**src/rtl/bcd_display_scheduler_if.sv**
```systemverilog
// Requester-side handshake bundle for the shared BCD converter scheduler.
// Score and timer each present a level request with a stable value until acked.
interface bcd_display_scheduler_if;
  logic       score_req;
  logic [9:0] score_bin;
  logic       score_ack;
  logic       time_req;
  logic [9:0] time_bin;
  logic       time_ack;

  modport master (
    output score_req, score_bin, time_req, time_bin,
    input  score_ack, time_ack
  );

  modport slave (
    input  score_req, score_bin, time_req, time_bin,
    output score_ack, time_ack
  );
endinterface

```
**src/rtl/bcd_display_scheduler.sv**
```systemverilog
// Time-shares one external Bin2BCD converter between score and timer requesters,
// caches each BCD result and scans the selected cache onto a 4-digit 7-seg display.
module bcd_display_scheduler #(
  parameter int unsigned CONV_LAT = 1,
  parameter int unsigned SCAN_DIV = 100000,
  parameter bit          BLANK_LZ = 1'b1
) (
  input  logic                    clk,
  input  logic                    rst_n,
  bcd_display_scheduler_if.slave  sched,
  output logic [9:0]              conv_bin,
  input  logic [15:0]             conv_bcd,
  input  logic                    disp_sel,
  output logic                    busy,
  output logic [3:0]              an,
  output logic [3:0]              digit
);

  localparam int unsigned CW = (SCAN_DIV > 1) ? $clog2(SCAN_DIV) : 1;

  typedef enum logic [1:0] {IDLE, WAIT, ACK} state_t;
  typedef enum logic {GRANT_SCORE, GRANT_TIME} grant_t;

  state_t      state, state_nxt;
  grant_t      grant, grant_nxt;
  grant_t      last_grant, last_grant_nxt;
  logic [3:0]  cnt, cnt_nxt;
  logic [9:0]  conv_bin_nxt;
  logic [15:0] score_cache, score_cache_nxt;
  logic [15:0] time_cache, time_cache_nxt;
  logic        score_ack, score_ack_nxt;
  logic        time_ack, time_ack_nxt;

  logic [CW-1:0] scan_cnt;
  logic [1:0]    scan_idx;
  logic [15:0]   shown;
  logic          upper_zero;
  logic          blank;
  logic [3:0]    an_nxt;
  logic [3:0]    digit_nxt;

  always_ff @(posedge clk) begin
    if (!rst_n) begin
      state       <= IDLE;
      grant       <= GRANT_SCORE;
      last_grant  <= GRANT_TIME;
      cnt         <= '0;
      conv_bin    <= '0;
      score_cache <= '0;
      time_cache  <= '0;
      score_ack   <= 1'b0;
      time_ack    <= 1'b0;
    end else begin
      state       <= state_nxt;
      grant       <= grant_nxt;
      last_grant  <= last_grant_nxt;
      cnt         <= cnt_nxt;
      conv_bin    <= conv_bin_nxt;
      score_cache <= score_cache_nxt;
      time_cache  <= time_cache_nxt;
      score_ack   <= score_ack_nxt;
      time_ack    <= time_ack_nxt;
    end
  end

  always_comb begin
    state_nxt       = state;
    grant_nxt       = grant;
    last_grant_nxt  = last_grant;
    cnt_nxt         = cnt;
    conv_bin_nxt    = conv_bin;
    score_cache_nxt = score_cache;
    time_cache_nxt  = time_cache;
    score_ack_nxt   = 1'b0;
    time_ack_nxt    = 1'b0;
    case (state)
      IDLE: begin
        if (sched.score_req || sched.time_req) begin
          // Contention goes to whoever was not served last; score wins after reset.
          if (sched.score_req && (!sched.time_req || last_grant == GRANT_TIME)) begin
            grant_nxt    = GRANT_SCORE;
            conv_bin_nxt = sched.score_bin;
          end else begin
            grant_nxt    = GRANT_TIME;
            conv_bin_nxt = sched.time_bin;
          end
          cnt_nxt   = 4'(CONV_LAT);
          state_nxt = WAIT;
        end
      end
      WAIT: begin
        if (cnt == 4'd1) begin
          if (grant == GRANT_SCORE) begin
            score_cache_nxt = conv_bcd;
            score_ack_nxt   = 1'b1;
          end else begin
            time_cache_nxt  = conv_bcd;
            time_ack_nxt    = 1'b1;
          end
          last_grant_nxt = grant;
          state_nxt      = ACK;
        end else begin
          cnt_nxt = cnt - 4'd1;
        end
      end
      ACK:     state_nxt = IDLE;
      default: state_nxt = IDLE;
    endcase
  end

  assign busy            = (state != IDLE);
  assign sched.score_ack = score_ack;
  assign sched.time_ack  = time_ack;

  always_comb begin
    shown      = disp_sel ? time_cache : score_cache;
    upper_zero = 1'b0;
    case (scan_idx)
      2'd1:    upper_zero = (shown[15:4] == 12'd0);
      2'd2:    upper_zero = (shown[15:8] == 8'd0);
      2'd3:    upper_zero = (shown[15:12] == 4'd0);
      default: upper_zero = 1'b0;
    endcase
    // Ones slot never reaches the blank path, so a zero value still shows "0".
    blank     = BLANK_LZ && upper_zero;
    an_nxt    = blank ? '1 : ~(4'b0001 << scan_idx);
    digit_nxt = blank ? '0 : shown[{scan_idx, 2'b00} +: 4];
  end

  always_ff @(posedge clk) begin
    if (!rst_n) begin
      scan_cnt <= '0;
      scan_idx <= '0;
      an       <= '1;
      digit    <= '0;
    end else begin
      if (scan_cnt == CW'(SCAN_DIV - 1)) begin
        scan_cnt <= '0;
        scan_idx <= scan_idx + 2'd1;
      end else begin
        scan_cnt <= scan_cnt + 1'b1;
      end
      an    <= an_nxt;
      digit <= digit_nxt;
    end
  end

endmodule

```
**src/flat_wrapper.sv**
```systemverilog
// flat-port wrapper written by rule: the top's interface ports become plain ports
module bcd_display_scheduler_flat 
#(
  parameter int unsigned CONV_LAT = 1,
  parameter int unsigned SCAN_DIV = 100000,
  parameter bit          BLANK_LZ = 1'b1
)
  (clk, rst_n, conv_bin, conv_bcd, disp_sel, busy, an, digit, sched_score_req, sched_score_bin, sched_time_req, sched_time_bin, sched_score_ack, sched_time_ack);
  bcd_display_scheduler_if sched_i ();
  input  logic clk;
  input  logic rst_n;
  output logic [9:0] conv_bin;
  input  logic [15:0] conv_bcd;
  input  logic disp_sel;
  output logic busy;
  output logic [3:0] an;
  output logic [3:0] digit;
  input wire logic [$bits(sched_i.score_req)-1:0] sched_score_req;
  input wire logic [$bits(sched_i.score_bin)-1:0] sched_score_bin;
  input wire logic [$bits(sched_i.time_req)-1:0] sched_time_req;
  input wire logic [$bits(sched_i.time_bin)-1:0] sched_time_bin;
  output wire logic [$bits(sched_i.score_ack)-1:0] sched_score_ack;
  output wire logic [$bits(sched_i.time_ack)-1:0] sched_time_ack;
  assign sched_i.score_req = sched_score_req;
  assign sched_i.score_bin = sched_score_bin;
  assign sched_i.time_req = sched_time_req;
  assign sched_i.time_bin = sched_time_bin;
  assign sched_score_ack = sched_i.score_ack;
  assign sched_time_ack = sched_i.time_ack;
  bcd_display_scheduler #(.CONV_LAT(CONV_LAT), .SCAN_DIV(SCAN_DIV), .BLANK_LZ(BLANK_LZ)) u_core (.clk(clk), .rst_n(rst_n), .sched(sched_i), .conv_bin(conv_bin), .conv_bcd(conv_bcd), .disp_sel(disp_sel), .busy(busy), .an(an), .digit(digit));
endmodule
```
**config.mk**
```make
export PLATFORM = sky130hd
export DESIGN_NAME = bcd_display_scheduler_flat
export DESIGN_NICKNAME = d
export VERILOG_FILES = /design/src/rtl/bcd_display_scheduler_if.sv /design/src/rtl/bcd_display_scheduler.sv /design/src/flat_wrapper.sv
export SDC_FILE = /design/constraint.sdc
export NUM_CORES = 1
export LEC_CHECK = 0
export ABC_CLOCK_PERIOD_IN_PS = 1800
export CAP_MARGIN = 20
export CORE_ASPECT_RATIO = 1.4
export CORE_MARGIN = 3
export CORE_UTILIZATION = 47
export CTS_CLUSTER_DIAMETER = 50
export CTS_CLUSTER_SIZE = 25
export DETAILED_ROUTE_END_ITERATION = 10
export GPL_TIMING_DRIVEN = 0
export HOLD_SLACK_MARGIN = 0.12
export PLACE_DENSITY = 0.83
export SETUP_SLACK_MARGIN = 0.1
export SYNTH_ARGS = -nofsm -noshare
export SYNTH_HDL_FRONTEND = slang
export SYNTH_SLANG_ARGS = --single-unit
```
**constraint.sdc**
```tcl
create_clock -name clk -period 1.8 [get_ports clk]
set_clock_uncertainty 0.05 [all_clocks]
set_input_delay 0.18 -clock clk [delete_from_list [all_inputs] [get_ports clk]]
set_output_delay 0.18 -clock clk [all_outputs]
set_load 0.005 [all_outputs]
```
==> impl_metrics.tcl <==
set metrics [dict create \
    status "finished, violations left" \
    violations "negative setup slack" \
    drive_above_1_share_pct 26.4 \
    core.rowCount 35 \
    r2r_slack_ns -0.18 \
    synthTopCellsByArea "dfxtp_1, mux2i_1, nor2_1, mux4_2, a22o_1" \
    area_growth_pct 43.8 \
    peakVddDrop_uv 716 \
    swShare_pct 28.3 \
    worstSetupStartpointType "register" \
    route.vias.total 3076 \
    synth_cell_types 38 \
    dpl-instance-area_mm2 0.00408 \
    die_height_um 106 \
    max_cap_viol_count 0 \
    grt_pass1_vias 3041 \
    initialDrtViolationCount 165 \
    combPwrFrac_pct 20.5 \
    ys_seq_area_share_pct 47.4 \
    crit_path_end "u_core.score_cache[15]$_SDFFE_PN0P_" \
    final_area_mm2 0.00480 \
    timing.rr.end "u_core.score_cache[15]$_SDFFE_PN0P_" \
    dpl.hpwl_um 5450 \
    antenna_found_initial 0 \
    power_frac_seq_pct 49.5 \
    p_int_mw 2.77 \
    portBuffers 61 \
    utilization_pct 71.2 \
    fin_crit_sh_pct 110 \
    stdcell_count 535 \
    placedCellCount 484 \
    ant_nets 0 \
    clock_latency_ns 0.36 \
    numCtsBuffers 9 \
    gp_congestion 0.952 \
    wire_per_inst_um 18.1 \
    synth_top_area_share_pct 47.4 \
    crit_path_max_fanout 4 \
    hold_viol_final 0 \
    cp-end-kind "register" \
    final_nets 487 \
    htreeDepth 3 \
    total_power_mw 3.87 \
    clkPwrFrac_pct 30.0 \
    period_needed_ns 1.98 \
    syn_avg_cell_area_um2 10.1 \
    setup_slack_ns -0.178 \
    r2r-start "u_core.cnt[1]$_SDFFE_PN0P_" \
    fmax_ghz 0.505 \
    root_buffer "clkbuf_8" \
    syn-cell-area_mm2 0.00334 \
    clkTransAtPathRegs_ns 0.08 \
    slew_viol_final 0 \
    required_ns 1.99 \
    die_area_mm2 0.00816 \
    hold_path.class "reg2reg" \
    rr_worst_depth 9 \
    grt_pass1_wl_um 14700 \
    synth_warnings 0 \
    grt_max_degree 14 \
    io_pins 62 \
    rsz0062_at_grt "yes" \
    cts_sinks 79 \
    hold_buffers 0 \
    arrival_ns 2.17 \
    syn_nets 380 \
    power_switching_mw 1.10 \
    wirelength_um 9680 \
    synth_top_cell_by_area "dfxtp_1" \
    die_x_um 77.2 \
    drc 0 \
    path_class "reg2reg" \
    via_per_inst 5.75 \
    grt.overflow.total 0 \
    tightest_slew_ns 0.595 \
    slew-limit-headroom_pct 60.3 \
    coreArea_mm2 0.00674 \
    dr.pass1.iters 5 \
    gr-usage-all-layers_pct 22.7 \
    startpoint "u_core.cnt[1]$_SDFFE_PN0P_" \
    nFillCells 480 \
    initial_core_util_pct 49.5 \
    leakagePower_nw 1.84 \
    synth-seq-cells 79 \
    tritoncts "done" \
    clockBufferDepth 2 \
    setup_viol 33 \
    num_antenna_cells 0 \
    synthCells 331 \
    p_per_area_mw_per_mm2 805 \
    fin_hold_ws_ns 0.380 \
]
## metal layers
layer / GRT usage (%) / wire length, um / vias up
met5: 0 / 0 / -
met1: 24.9 / 3410 / 1445
met3: 7.09 / 808 / 38
met2: 40.1 / 5100 / 183
met4: 9.54 / 365 / 0
li1: - / - / 1410
## area by class of cell
| class | instances | area (um2) | area share [%] |
|---|---|---|---|
| multi-input combinational | 228 | 1800 | 37.4 |
| sequential | 79 | 1590 | 33.2 |
| timing repair buffer | 95 | 943 | 19.7 |
| buffer | 18 | 155 | 3.23 |
| clock buffer | 10 | 128 | 2.66 |
| tap | 92 | 115 | 2.40 |
| clock inverter | 6 | 37.5 | 0.782 |
| inverter | 7 | 32.5 | 0.678 |
## power groups by stage
| stage | clock network [mW] | logic (mW) | registers (mW) |
|---|---|---|---|
| 3_5_place_dp | 0 | 0.570 | 1.94 |
| 3_3_place_gp | 0 | 0.557 | 1.94 |
| 5_1_grt | 1.26 | 0.859 | 1.93 |
| 4_1_cts | 1.15 | 0.711 | 1.91 |
| 6_report | 1.16 | 0.791 | 1.91 |
| 2_1_floorplan | 0 | 0.323 | 1.93 |
## per-stage QoR
stage	worst slack, ns	setup TNS, ns
CTS	-0.107	-2.46
finish	-0.178	-2.95
global placement	-0.276	-12.04
global route	-0.245	-5.23
floorplan	-0.0887	-0.887
detailed placement	-0.353	-15.17
## worst max-delay path, cell delays in order, from the launching register on
cell and delay [ns]:
dfxtp_2 0.33, inv_2 0.05, ha_1 0.12, or3b_1 0.35
buf_6 0.14, nor3_4 0.21, buf_4 0.17, buf_6 0.11
mux2i_1 0.25, nor2_1 0.08
## state kept, by name, indices dropped and copies added (netlist names), 2 cells and up
name and cells:
u_core.time_cache 16, u_core.cnt 4, u_core.conv_bin 10, u_core.scan_idx 2, u_core.digit 4, u_core.state 2, u_core.score_cache 16, u_core.scan_cnt 17
u_core.an 4
## worst min path at each step
stage / startpoint / to / slack [ns] / cells past startpoint
after CTS: conv_bcd[1] / u_core.time_cache[1]$_SDFFE_PN0P_ / 0.39 / 2
after global routing: conv_bcd[10] / u_core.time_cache[10]$_SDFFE_PN0P_ / 0.38 / 2
after global placement: u_core.scan_cnt[0]$_SDFF_PP0_ / u_core.scan_cnt[0]$_SDFF_PP0_ / 0.39 / 1
final: u_core.scan_cnt[0]$_SDFF_PP0_ / u_core.scan_cnt[0]$_SDFF_PP0_ / 0.38 / 1
after floorplan: conv_bcd[10] / u_core.time_cache[10]$_SDFFE_PN0P_ / 0.26 / 1
after detailed placement: u_core.scan_cnt[0]$_SDFF_PP0_ / u_core.scan_cnt[0]$_SDFF_PP0_ / 0.40 / 1
## cell families after synthesis
logic type | share of synthesized area (%)
AO/OA/AOI/OAI | 11.3
XOR/XNOR | 3.94
adder cells (fa/ha/maj) | 3.00
buffers and inverters | 3.79
flip-flops | 47.4
multiplexers | 13.2
AND/OR/NAND/NOR | 17.4
## layout by cell type, fill, tap and decap left out, types with 8 or more instances in the layout
cell              n
buf_4            23
buf_6            13
xor2_1           14
nand2_1          13
a22o_1           16
clkbuf_8         10
a211oi_1         10
nand4_1           8
clkdlybuf4s50_1  60
mux2i_1          25
mux4_2            8
nor2_1           46
dfxtp_1          72
## Yosys cell counts (all sizes together)
| cell | instances |
|---|---|
| clkbuf | 7 |
| and4 | 5 |
| xor2 | 14 |
| nor4bb | 1 |
| nor4 | 5 |
| dfxtp | 79 |
| inv | 7 |
| nand3 | 10 |
| a21oi | 13 |
| nand4 | 8 |
| nand2b | 4 |
| nor2 | 49 |
| a211oi | 10 |
| and2 | 3 |
| ha | 8 |
| or3 | 2 |
| o21ai | 8 |
| mux4 | 8 |
| buf | 11 |
| xnor2 | 1 |
| nand2 | 16 |
| a21o | 1 |
| o41ai | 2 |
| a221oi | 2 |
| nor2b | 2 |
| a22o | 16 |
| or2 | 3 |
| or3b | 1 |
| mux2i | 26 |
| nor3 | 8 |
| o211ai | 1 |
## repair_timing
item	CTS	global route
gates cloned	4	0
resized for setup	36	46
setup buffers	22	10
setup endpoints to repair	66	72
pin swaps	9	10
Power figures use the tool's default switching activity.
